`src/rtl/serial_subtractor_4b.sv`:
```
// Bit-serial subtractor: diff = a - b - bin, one bit per clock, LSB first, behind a start/busy/done handshake.
// Latency: start accepted at edge N -> busy for WIDTH cycles -> done pulses for one cycle after edge N+WIDTH.
// Backpressure: start is only accepted in IDLE or DONE; a start while busy is dropped, never queued.
module serial_subtractor_4b #(
   parameter int WIDTH = 4
) (
   input  logic             clk,
   input  logic             rst,
   input  logic             start,
   input  logic [WIDTH-1:0] a,
   input  logic [WIDTH-1:0] b,
   input  logic             bin,
   output logic             busy,
   output logic             done,
   output logic [WIDTH-1:0] diff,
   output logic             bout,
   output logic             zero,
   output logic             ovf
);

   localparam int CW = (WIDTH > 2) ? $clog2(WIDTH) : 1;
   localparam logic [CW-1:0] LAST = CW'(WIDTH - 1);

   typedef enum logic [1:0] {
      IDLE  = 2'd0,
      SHIFT = 2'd1,
      DONE  = 2'd2
   } state_t;

   state_t           state;
   state_t           state_nx;
   logic             accept;
   logic             last;

   logic [WIDTH-1:0] a_sh;
   logic [WIDTH-1:0] b_sh;
   logic [WIDTH-1:0] res_sh;
   logic [CW-1:0]    cnt;
   logic             br;
   logic             a_msb;
   logic             b_msb;

   logic             ai;
   logic             bi;
   logic             d;
   logic             br_nx;
   logic [WIDTH-1:0] res_nx;

   // Single subtract slice on the current LSBs; the new difference bit enters at the MSB side.
   assign ai     = a_sh[0];
   assign bi     = b_sh[0];
   assign d      = ai ^ bi ^ br;
   assign br_nx  = (~ai & bi) | (~(ai ^ bi) & br);
   assign res_nx = {d, res_sh[WIDTH-1:1]};

   assign busy = (state == SHIFT);
   assign done = (state == DONE);

   // State register.
   always_ff @(posedge clk or posedge rst) begin
      if (rst) begin
         state <= IDLE;
      end else begin
         state <= state_nx;
      end
   end

   // Next-state logic; DONE accepts a new start so operations can run back-to-back.
   always_comb begin
      state_nx = state;
      accept   = 1'b0;
      last     = 1'b0;
      case (state)
         IDLE: begin
            if (start) begin
               accept   = 1'b1;
               state_nx = SHIFT;
            end
         end
         SHIFT: begin
            if (cnt == LAST) begin
               last     = 1'b1;
               state_nx = DONE;
            end
         end
         DONE: begin
            if (start) begin
               accept   = 1'b1;
               state_nx = SHIFT;
            end else begin
               state_nx = IDLE;
            end
         end
         default: state_nx = IDLE;
      endcase
   end

   // Operand capture on accept, then one bit consumed per SHIFT cycle.
   always_ff @(posedge clk or posedge rst) begin
      if (rst) begin
         a_sh   <= '0;
         b_sh   <= '0;
         res_sh <= '0;
         cnt    <= '0;
         br     <= 1'b0;
         a_msb  <= 1'b0;
         b_msb  <= 1'b0;
      end else if (accept) begin
         a_sh   <= a;
         b_sh   <= b;
         br     <= bin;
         cnt    <= '0;
         a_msb  <= a[WIDTH-1];
         b_msb  <= b[WIDTH-1];
      end else if (state == SHIFT) begin
         a_sh   <= a_sh >> 1;
         b_sh   <= b_sh >> 1;
         br     <= br_nx;
         res_sh <= res_nx;
         cnt    <= cnt + CW'(1);
      end
   end

   // Visible results change only on the last bit so no partial value is ever exposed.
   always_ff @(posedge clk or posedge rst) begin
      if (rst) begin
         diff <= '0;
         bout <= 1'b0;
         zero <= 1'b0;
         ovf  <= 1'b0;
      end else if (last) begin
         diff <= res_nx;
         bout <= br_nx;
         zero <= (res_nx == '0);
         ovf  <= (a_msb != b_msb) && (res_nx[WIDTH-1] != a_msb);
      end
   end

endmodule

```
`config.mk`:
```
export PLATFORM = sky130hd
export DESIGN_NAME = serial_subtractor_4b
export DESIGN_NICKNAME = d
export VERILOG_FILES = /design/src/rtl/serial_subtractor_4b.sv
export SDC_FILE = /design/constraint.sdc
export NUM_CORES = 1
export LEC_CHECK = 0
export ABC_AREA = 1
export BUFFER_PORTS_ARGS = -buffer_cell sky130_fd_sc_hd__buf_2
export CORE_MARGIN = 2
export CORE_UTILIZATION = 55
export CTS_CLUSTER_DIAMETER = 200
export CTS_CLUSTER_SIZE = 30
export DETAILED_ROUTE_END_ITERATION = 6
export PLACE_DENSITY = 0.77
export SETUP_SLACK_MARGIN = 0.2
export SLEW_MARGIN = 40
export SYNTH_ARGS = -nofsm -noshare
export SYNTH_HDL_FRONTEND = slang
export SYNTH_SLANG_ARGS = --single-unit
```
`constraint.sdc`:
```
create_clock -name clk -period 2.36 [get_ports clk]
set_input_delay 0.236 -clock clk [delete_from_list [all_inputs] [get_ports clk]]
set_output_delay 0.236 -clock clk [all_outputs]
set_load 0.02 [all_outputs]
```
* After elaboration in Yosys (flattened, before gate mapping)
Cells that the tools add are included.
Operators by class: add/subtract/negate cells 1, reduce and logical (&&, ||, !) cells 7, equal/unequal tests 7, bitwise gates (word level) 8, multiplexer cells 16
Operators by type and width (number):
- $mux W4 | 4
- $mux W2 | 4
- $mux W1 | 7
- $pmux W2 S3 | 1
- $eq A2 B2 Y1 const B | 2
- $logic_not A4 Y1 | 1
- $reduce_and A2 Y1 | 2
- $not A1 Y1 | 3
- $add A2 B1 Y2 const B | 1
- $and A1 B1 Y1 | 2
- $eq A2 B1 Y1 const B | 1
- $logic_not A2 Y1 | 1
- $ne A1 B1 Y1 | 2
- $ne A2 B1 Y1 const B | 1
- $ne A2 B2 Y1 const B | 1
- $reduce_bool A2 Y1 | 1
- $reduce_or A2 Y1 | 1
- $xor A1 B1 Y1 | 2
- $logic_and A1 B1 Y1 | 1
- $or A1 B1 Y1 | 1
Word-level totals: word-level logic and storage cells 51, flip-flop bits (word level) 26, output and inout bits 9, bits of input ports 12

* Longest topological paths before layout
Gate-level depths: netlist of run 1.
depth in word-level cells 6, gate-level depth with buffers 7, gate-level depth less buffers 7

* Worst setup path after synthesis of run 1
No wires, ideal clock.
path type register to register, start point reg a_sh[0], end point reg ovf, path buffers 0, period minus slack after synthesis 1.329 ns, setup slack 1.031 ns, arrival time 1.213 ns, setup time 0.116 ns, cell stages (with the launch flop) 7, required time 2.244 ns, path through dfrtp_1 > fa_1 > inv_1 > nand3_1 > nand2_1 > nand2_1 > nand2_1
Between the ends: cells in the longest elaborated chain, start to end 4
RTL lines:
- start: declaration | RTL line 35 | logic [WIDTH-1:0] a_sh;
- start signal: assignment | RTL line 116 | a_sh <= a_sh >> 1;
- $xor A1 B1 Y1 (2 in a row) | RTL line 52 | assign d = ai ^ bi ^ br;
- named net d | RTL line 45 | logic d;
- $ne A1 B1 Y1 | RTL line 135 | ovf <= (a_msb != b_msb) && (res_nx[WIDTH-1] != a_msb);
- $logic_and A1 B1 Y1 | RTL line 135
- end signal: assignment | RTL line 135
- end: declaration | RTL line 18 | output logic ovf
The timed path passes the listed nets, and every way through them passes these cells. A chain may end at the register's enable or synchronous reset.

* Final worst setup path of run 1
start point reg state[0], end point out busy
Between the ends: cells in the longest elaborated chain, start to end 1
RTL lines:
- start: declaration | RTL line 30 | state_t state;
- start signal: assignment | RTL line 64 | state <= state_nx;
- $eq A2 B1 Y1 | RTL line 56 | assign busy = (state == SHIFT);
- end: declaration | RTL line 13 | output logic busy,
No other way between the ends.

==> results.py, run 1 <==
metrics = {
    "global_route": {
        "antenna_found_initial": 0,
        "track_usage_pct": 18.4,
        "grt_overflow": 0,
        "grt_max_degree": 26,
        "grt_pass1_wl_um": 3480,
        "grt_pass1_vias": 809,
    },
    "sta": {
        "slew_headroom_pct": 66.7,
        "min_period_over_period_pct": 68.2,
        "rsz0062_at_grt": "false",
        "fin_crit_ns": 1.61,
        "finalHoldViolCount": 0,
        "clock-skew-final_ns": 0.00362,
        "finalSetupViolCount": 0,
        "tightest_slew_ns": 0.499,
        "fmax_mhz": 621,
        "setup_tns_ns": 0,
        "drv_slew": 0,
        "final.setup.worst_slack_ns": 0.750,
    },
    "detailed_routing": {
        "firstDrtPassIters": 4,
        "wire_per_inst_um": 10.9,
        "ant_nets": 0,
        "drtIter0Drc": 3,
        "wirelength_um": 2010,
        "drc": 0,
        "avgViaCountPerCell": 4.80,
        "vias": 883,
    },
    "setup_path": {
        "crit_type": "reg2out",
        "endpoint_kind": "output port",
        "cp_max_fo": 10,
        "cp_data_required_time_ns": 2.12,
        "startpoint_type": "register",
        "arrival_ns": 1.37,
    },
    "power": {
        "p_seq_share_pct": 43.2,
        "p_switching_uw": 803,
        "p_clk_share_pct": 10.2,
        "peakVddDrop_mv": 0.634,
        "swShare_pct": 45.0,
        "p_per_area_nw_per_um2": 1370,
        "combPwrFrac_pct": 46.7,
        "leakagePower_nw": 0.745,
        "internal_power_uw": 982,
    },
    "floorplanning": {
        "core_area_um2": 1960,
        "die_area_um2": 2470,
        "ios": 21,
        "rows": 16,
        "die_y_um": 49.7,
        "start_util_pct": 58.5,
        "fp.dieW_um": 49.7,
    },
    "layout": {
        "num_antenna_cells": 0,
        "final_nets": 172,
        "final_common_cell": "nand2_1",
        "drive_gt1_share_pct": 24.2,
        "syn_to_final_growth_pct": 13.3,
        "final_core_util_pct": 66.3,
        "fin_cells": 184,
        "design_area_um2": 1300,
        "final_cell_mix": "nand2_1 (53), dfrtp_1 (25), buf_2 (20)",
    },
    "synthesis": {
        "syn-num-nets": 148,
        "ys_seq_area_share_pct": 54.5,
        "syn_inst": 134,
        "avgSynthCellArea_um2": 8.57,
        "ys_ff_latch": 25,
        "yosysWarnings": 0,
        "netlist_area_um2": 1150,
        "synth_cell_type_count": 20,
    },
    "clock_tree": {
        "cts_sinks": 25,
        "cts_max_level": 1,
        "clockRootBuffer": "clkbuf_4",
        "path_clk_slew_ns": 0.13,
        "worstSkewPairLatency_ns": 0.31,
        "numCtsBuffers": 3,
        "cts.path.max_buffers": 2,
        "cts_tree": "done",
    },
    "placed_design": {
        "dp_slack_ns": 0.953,
        "routabilityCongestion": 0.810,
        "dp.cells": 179,
        "port_buffers": 20,
        "hpwl_um": 1510,
        "post_dp_cell_area_um2": 1260,
    },
    "min_path": {
        "hold_path.class": "in2reg",
    },
    "run_status": {
        "status": "complete, no violations",
    },
    "run": {
        "drv_cap": 0,
    },
}
[power groups by stage]
stage               Clock (mW)  Combinational, mW  Sequential, mW
global route             0.209              0.951           0.795
floorplan                    0              0.627           0.792
detailed placement           0              0.836           0.780
finish                   0.181              0.833           0.770
CTS                      0.192              0.844           0.770
global placement             0              0.813           0.770
[synthesized netlist by cell type]
cell	count	area share, %
nand3_2	1	0.87
o21ai_1	1	0.44
o21ai_2	3	2.3
a21oi_1	1	0.44
nand2_4	2	2.0
buf_4	1	0.65
nor2_1	4	1.3
ha_1	1	1.1
inv_4	2	1.1
o21ai_0	6	2.6
nand2_1	53	17
nor2_2	1	0.55
fa_1	1	1.7
inv_2	2	0.65
dfrtp_1	25	54
nand2_2	1	0.55
nor2_4	1	0.98
inv_1	16	5.2
nand3_1	11	4.8
buf_6	1	0.98
[repair_timing]
action / 4_1_cts / 5_1_grt
endpoints found under the hold margin: 25 / 0
gates resized for setup: 0 / 0
setup buffers: 0 / 0
hold buffers: 1 / 0
[cell families (layout without fill, tap and decap cells)]
| kind of cell | count (synthesis) | count (layout) | synth area share (%) |
|---|---|---|---|
| DFF | 25 | 25 | 54.5 |
| and+or+nand+nor | 74 | 74 | 28.3 |
| buffers and inverters | 22 | 45 | 8.61 |
| AOI/OAI and AO/OA | 11 | 11 | 5.77 |
| adders and majority gates | 2 | 2 | 2.83 |
[final timing paths]
path / startpoint / end / slack, ns / depth (start not counted)
worst max-delay path: state[0] / busy / 0.75 / 3
worst min-delay path: b[3] / b_sh[3] / 0.14 / 3
worst max register to register: a_sh[0] / ovf / 0.93 / 6
worst min register to register: diff[1] / diff[1] / 0.49 / 2
max in group asynchronous: rst / br / 1.52 / 3
min in group asynchronous: rst / zero / 0.51 / 3
[metal layers]
metal	up-vias	track usage (%)	wire (um)
met2	17	31.6	1030
met1	406	23.6	913
met3	2	3.03	56
li1	458	-	-
met4	0	6.48	14
met5	-	0	0
[sequential cells by signal, summed over array words and instances (netlist names)]
signal / flops
a_sh: 4
b_sh: 4
diff: 4
res_sh: 3
cnt: 2
state: 2
a_msb: 1
b_msb: 1
bout: 1
br: 1
ovf: 1
zero: 1
[worst max-delay path, stage by stage (launching register included)]
cell	delay, ns
dfrtp_1	0.63
inv_4	0.09
nor2_2	0.16
buf_2	0.19
[final cells by class]
type                    count  area [um^2]
repair buffers             21          110
inverters                  20         80.1
clock buffers               3         22.5
clock inverters             1         5.00
well taps                  27         33.8
fillers                   182          661
flip-flops and latches     25          626
multi-input cells          87          424
[through the flow]
step                      total power [mW]  hold slack (ns)
final                                 1.78            0.144
after global routing                  1.96            0.149
after CTS                             1.81            0.138
after detailed placement              1.62            0.295
after global placement                1.58            0.459
after floorplan                       1.42            0.263
Power figures use the tool's default switching activity.
==> run 2: changes to the inputs <==
--- a/config.mk
+++ b/config.mk
@@ -8,11 +8,11 @@
 export ABC_AREA = 1
 export BUFFER_PORTS_ARGS = -buffer_cell sky130_fd_sc_hd__buf_2
 export CORE_MARGIN = 2
-export CORE_UTILIZATION = 55
+export CORE_UTILIZATION = 53
 export CTS_CLUSTER_DIAMETER = 200
 export CTS_CLUSTER_SIZE = 30
 export DETAILED_ROUTE_END_ITERATION = 6
-export PLACE_DENSITY = 0.77
+export PLACE_DENSITY = 0.75
 export SETUP_SLACK_MARGIN = 0.2
 export SLEW_MARGIN = 40
 export SYNTH_ARGS = -nofsm -noshare
==> constraint.sdc (replaced) <==
create_clock -name clk -period 1.5 [get_ports clk]
set_input_delay 0.15 -clock clk [delete_from_list [all_inputs] [get_ports clk]]
set_output_delay 0.15 -clock clk [all_outputs]
set_load 0.02 [all_outputs]
==> results.py, run 2 (same netlist as run 1, synthesis figures left out) <==
metrics = {
    "power": {
        "combPwrFrac_pct": 50.8,
        "p_switching_mw": 1.33,
        "p_clk_share_pct": 9.9,
        "leakagePower_nw": 0.777,
        "p_seq_share_pct": 39.3,
        "peakVddDrop_mv": 1.54,
        "swShare_pct": 44.1,
        "p_per_area_nw_per_um2": 2200,
        "power_mw": 3.01,
        "internal_power_mw": 1.68,
    },
    "sta": {
        "clock-skew-final_ns": 0.00124,
        "min_period_over_period_pct": 90.7,
        "finalHoldViolCount": 0,
        "setup_tns_ns": 0,
        "finalSetupViolCount": 0,
        "fin_crit_ns": 1.36,
        "fmax_mhz": 735,
        "tightest_slew_ns": 0.314,
        "drv_slew": 0,
        "slew_headroom_pct": 79.1,
        "rsz0062_at_grt": "true",
    },
    "clock_tree": {
        "cts.path.max_buffers": 2,
        "numCtsBuffers": 3,
        "clockRootBuffer": "clkbuf_4",
        "worstSkewPairLatency_ns": 0.32,
        "cts_tree": "done",
        "cts_max_level": 1,
        "cts_sinks": 25,
        "path_clk_slew_ns": 0.13,
    },
    "global_route": {
        "antenna_found_initial": 0,
        "grt_pass1_vias": 863,
        "grt_max_degree": 26,
        "grt_overflow": 0,
        "track_usage_pct": 19.4,
        "grt_pass1_wl_um": 3680,
    },
    "detailed_routing": {
        "wire_per_inst_um": 11.3,
        "firstDrtPassIters": 4,
        "drtIter0Drc": 15,
        "drc": 0,
        "avgViaCountPerCell": 4.87,
        "ant_nets": 0,
        "wirelength_um": 2170,
        "vias": 930,
    },
    "floorplanning": {
        "start_util_pct": 57.4,
        "fp.dieW_um": 50.6,
        "ios": 21,
        "die_y_um": 50.6,
        "rows": 16,
        "core_area_um2": 2000,
        "die_area_um2": 2560,
    },
    "setup_path": {
        "crit_top_cell": "nand2_1",
        "arrival_ns": 1.58,
        "crit_path_max_incr_delay_ns": 0.59,
        "slowest_stage": "fa_1",
        "cp_max_fo": 3,
        "ff2ff_setup_slack_ns": 0.14,
        "startpoint_type": "register",
        "cp_data_required_time_ns": 1.72,
        "endpoint_kind": "register",
        "worstSetupStartpoint": "br",
        "crit_type": "reg2reg",
        "r2r_start": "br",
        "path_cells": "inv_2 -> fa_1 -> inv_2 -> nand3_2 -> nand2_1 -> nand2_1 -> nand2_1",
    },
    "run_status": {
        "status": "complete, no violations",
    },
    "run": {
        "drv_cap": 0,
    },
    "min_path": {
        "hold_path.startpoint": "b[3]",
        "hold_path.class": "in2reg",
    },
    "layout": {
        "syn_to_final_growth_pct": 19.0,
        "num_antenna_cells": 0,
        "final_nets": 179,
        "final_common_cell": "nand2_1",
        "fin_cells": 191,
        "final_core_util_pct": 68.3,
        "final_cell_mix": "nand2_1 (53), dfrtp_1 (24), buf_2 (19)",
        "drive_gt1_share_pct": 28.7,
        "reg_top3": "a_sh x4, b_sh x4, diff x4",
    },
    "placed_design": {
        "dp.cells": 182,
        "port_buffers": 20,
        "hpwl_um": 1630,
        "routabilityCongestion": 0.771,
    },
}
==> run 2: layer usage <==
metal	part of all wire, %	vias to the layer above	global-route usage (%)
li1	-	469	-
met2	51	18	33.3
met1	44	439	25.0
met4	1.1	0	6.76
met3	3.6	4	2.68
met5	0	-	0
==> run 2: worst max-delay path, delay by kind of cell, from the launching register on <==
kind,cells,cell delay (ns)
fa+ha+maj,1,0.59
flops,1,0.38
simple gates,4,0.20
buf+inv,2,0.11
==> run 2: layout make-up <==
| type | instances | area, um^2 |
|---|---|---|
| Clock buffer | 4 | 26.3 |
| Inverter | 20 | 80.1 |
| Tap cell | 27 | 33.8 |
| Sequential cell | 25 | 627 |
| Fill cell | 167 | 636 |
| Multi-Input combinational cell | 87 | 434 |
| Timing Repair Buffer | 28 | 165 |
==> run 2: final timing paths <==
check	endpoint	cells after the start
min	b_sh[3]	3
max	ovf	7
min in group asynchronous	ovf	4
max in group asynchronous	state[0]	4
min reg2reg	cnt[0]	1
max reg2reg	ovf	7
==> run 2: repair_timing <==
action / 4_1_cts / 5_1_grt
pin swaps: 0 / 1
endpoints found under the setup margin: 4 / 5
gates resized for setup: 2 / 2
setup buffers: 0 / 4
hold buffers: 1 / 0
hold endpoints to repair: 25 / 0
==> run 2: metrics by stage <==
stage	cell area (um^2)	worst slack (ns)	hold slack (ns)
global placement	1290	0.185	0.205
CTS	1330	0.128	0.0506
global route	1370	0.0640	0.0568
finish	1370	0.139	0.0630
floorplan	1150	0.209	0.177
detailed placement	1290	0.146	0.217
==> run 2: power groups by stage <==
stage               combinational [mW]  sequential, mW  clock (mW)
floorplan                         1.01            1.25           0
CTS                               1.43            1.19       0.307
global placement                  1.37            1.18           0
global route                      1.73            1.22       0.325
finish                            1.53            1.18       0.297
detailed placement                1.42            1.20           0
==> run 3: changes to the inputs <==
--- a/config.mk
+++ b/config.mk
@@ -13,7 +13,7 @@
 export CTS_CLUSTER_SIZE = 30
 export DETAILED_ROUTE_END_ITERATION = 6
 export PLACE_DENSITY = 0.75
-export SETUP_SLACK_MARGIN = 0.2
+export SETUP_SLACK_MARGIN = 0.15
 export SLEW_MARGIN = 40
 export SYNTH_ARGS = -nofsm -noshare
 export SYNTH_HDL_FRONTEND = slang
==> results.py, run 3 (same netlist as run 1, synthesis figures left out) <==
metrics = {
    "detailed_routing": {
        "ant_nets": 0,
        "wire_per_inst_um": 11.0,
        "avgViaCountPerCell": 4.83,
        "drc": 0,
        "vias": 928,
        "wirelength_um": 2100,
        "firstDrtPassIters": 4,
        "drtIter0Drc": 12,
    },
    "layout": {
        "design_area_um2": 1390,
        "final_cell_mix": "nand2_1 (53), dfrtp_1 (24), buf_2 (18)",
        "multi_input_area_um2": 437,
        "drive_gt1_share_pct": 30.3,
        "reg_top3": "a_sh x4, b_sh x4, diff x4",
        "seq_area_um2": 627,
        "final_nets": 180,
        "final_core_util_pct": 69.3,
        "num_antenna_cells": 0,
        "fillerInstances": 171,
        "final_common_cell": "nand2_1",
        "fin_cells": 192,
        "syn_to_final_growth_pct": 20.7,
    },
    "placed_design": {
        "post_dp_cell_area_um2": 1290,
        "routabilityCongestion": 0.801,
        "hpwl_um": 1530,
        "dp.cells": 182,
        "port_buffers": 20,
        "dp_slack_ns": 0.112,
    },
    "sta": {
        "drv_slew": 0,
        "slew_headroom_pct": 80.1,
        "hold_slack_ns": 0.0740,
        "tightest_slew_ns": 0.299,
        "finalHoldViolCount": 0,
        "finalSetupViolCount": 0,
        "clock-skew-final_ns": 0.00934,
        "final.setup.worst_slack_ns": 0.149,
        "fmax_mhz": 740,
        "setup_tns_ns": 0,
        "fin_crit_ns": 1.35,
        "rsz0062_at_grt": "true",
        "min_period_over_period_pct": 90.0,
    },
    "run_status": {
        "status": "complete, no violations",
    },
    "clock_tree": {
        "cts_sinks": 25,
        "path_clk_slew_ns": 0.13,
        "cts.path.max_buffers": 2,
        "numCtsBuffers": 3,
        "clockRootBuffer": "clkbuf_4",
        "worstSkewPairLatency_ns": 0.31,
        "cts_max_level": 1,
        "cts_tree": "done",
    },
    "run": {
        "drv_cap": 0,
    },
    "setup_path": {
        "arrival_ns": 1.56,
        "cp_data_required_time_ns": 1.71,
        "endpoint_kind": "register",
        "crit_type": "reg2reg",
        "startpoint_type": "register",
        "cp_max_fo": 3,
    },
    "global_route": {
        "track_usage_pct": 19.6,
        "antenna_found_initial": 0,
        "grt_pass1_wl_um": 3740,
        "grt_pass1_vias": 928,
        "grt_max_degree": 26,
        "grt_overflow": 0,
    },
    "power": {
        "p_clk_share_pct": 9.4,
        "peakVddDrop_mv": 1.25,
        "internal_power_mw": 1.73,
        "combPwrFrac_pct": 51.9,
        "power_mw": 3.06,
        "p_seq_share_pct": 38.7,
        "p_per_area_nw_per_um2": 2210,
        "swShare_pct": 43.6,
        "leakagePower_nw": 0.782,
        "p_switching_mw": 1.34,
    },
    "floorplanning": {
        "rows": 16,
        "fp.dieW_um": 50.6,
        "start_util_pct": 57.4,
        "die_y_um": 50.6,
        "core_area_um2": 2000,
        "ios": 21,
        "die_area_um2": 2560,
    },
    "min_path": {
        "hold_path.class": "in2reg",
    },
}
-- run 3: cell count changes in the layout (fill, tap and decap cells not counted) --
cell    change
nor2_2      +1
nor2_1      -1
inv_1       -1
buf_2       -1
buf_6       +2
inv_2       +1
-- run 3: final timing paths --
path / from / to / slack (ns) / cells after the start
worst max-delay path: b_sh[0] / ovf / 0.15 / 7
worst min-delay path: a[3] / a_sh[3] / 0.07 / 3
worst max register to register: b_sh[0] / ovf / 0.15 / 7
worst min register to register: ovf / ovf / 0.49 / 2
max in group asynchronous: rst / state[0] / 0.85 / 4
min in group asynchronous: rst / diff[2] / 0.41 / 4
-- run 3: power groups by stage --
stage	Clock, mW	Sequential (mW)	Combinational, mW
2_1_floorplan	0	1.25	0.986
3_3_place_gp	0	1.18	1.34
3_5_place_dp	0	1.20	1.38
4_1_cts	0.298	1.19	1.50
5_1_grt	0.333	1.22	1.79
6_report	0.288	1.19	1.59
-- run 3: per-layer routing --
metal | track usage (%) | up-vias | wire, um
met5 | 0 | - | 0
met4 | 5.41 | 0 | 24
met3 | 3.57 | 2 | 88
met2 | 35.5 | 20 | 1070
met1 | 23.7 | 439 | 917
li1 | - | 467 | -
-- run 3: cell type report --
cell class	count	share of cell area, %
Tap cell	27	2.44
Timing Repair Buffer	29	13.2
Inverter	20	5.78
Sequential cell	25	45.2
Multi-Input combinational cell	87	31.5
Clock buffer	4	1.90
-- run 3: timing repair --
item / in CTS / in global routing
setup endpoints to repair: 4 / 6
setup buffers: 2 / 3
hold buffers: 1 / 0
gates resized for setup: 6 / 5
pin swaps: 3 / 3
hold endpoints to repair: 25 / 0
-- run 3: worst max-delay path: stages, from the launching register on --
cell and delay, ns:
dfrtp_1 0.37, inv_2 0.05, fa_1 0.59, inv_2 0.06, nand3_2 0.05, nand2_1 0.05, nand2_1 0.05, nand2_1 0.04
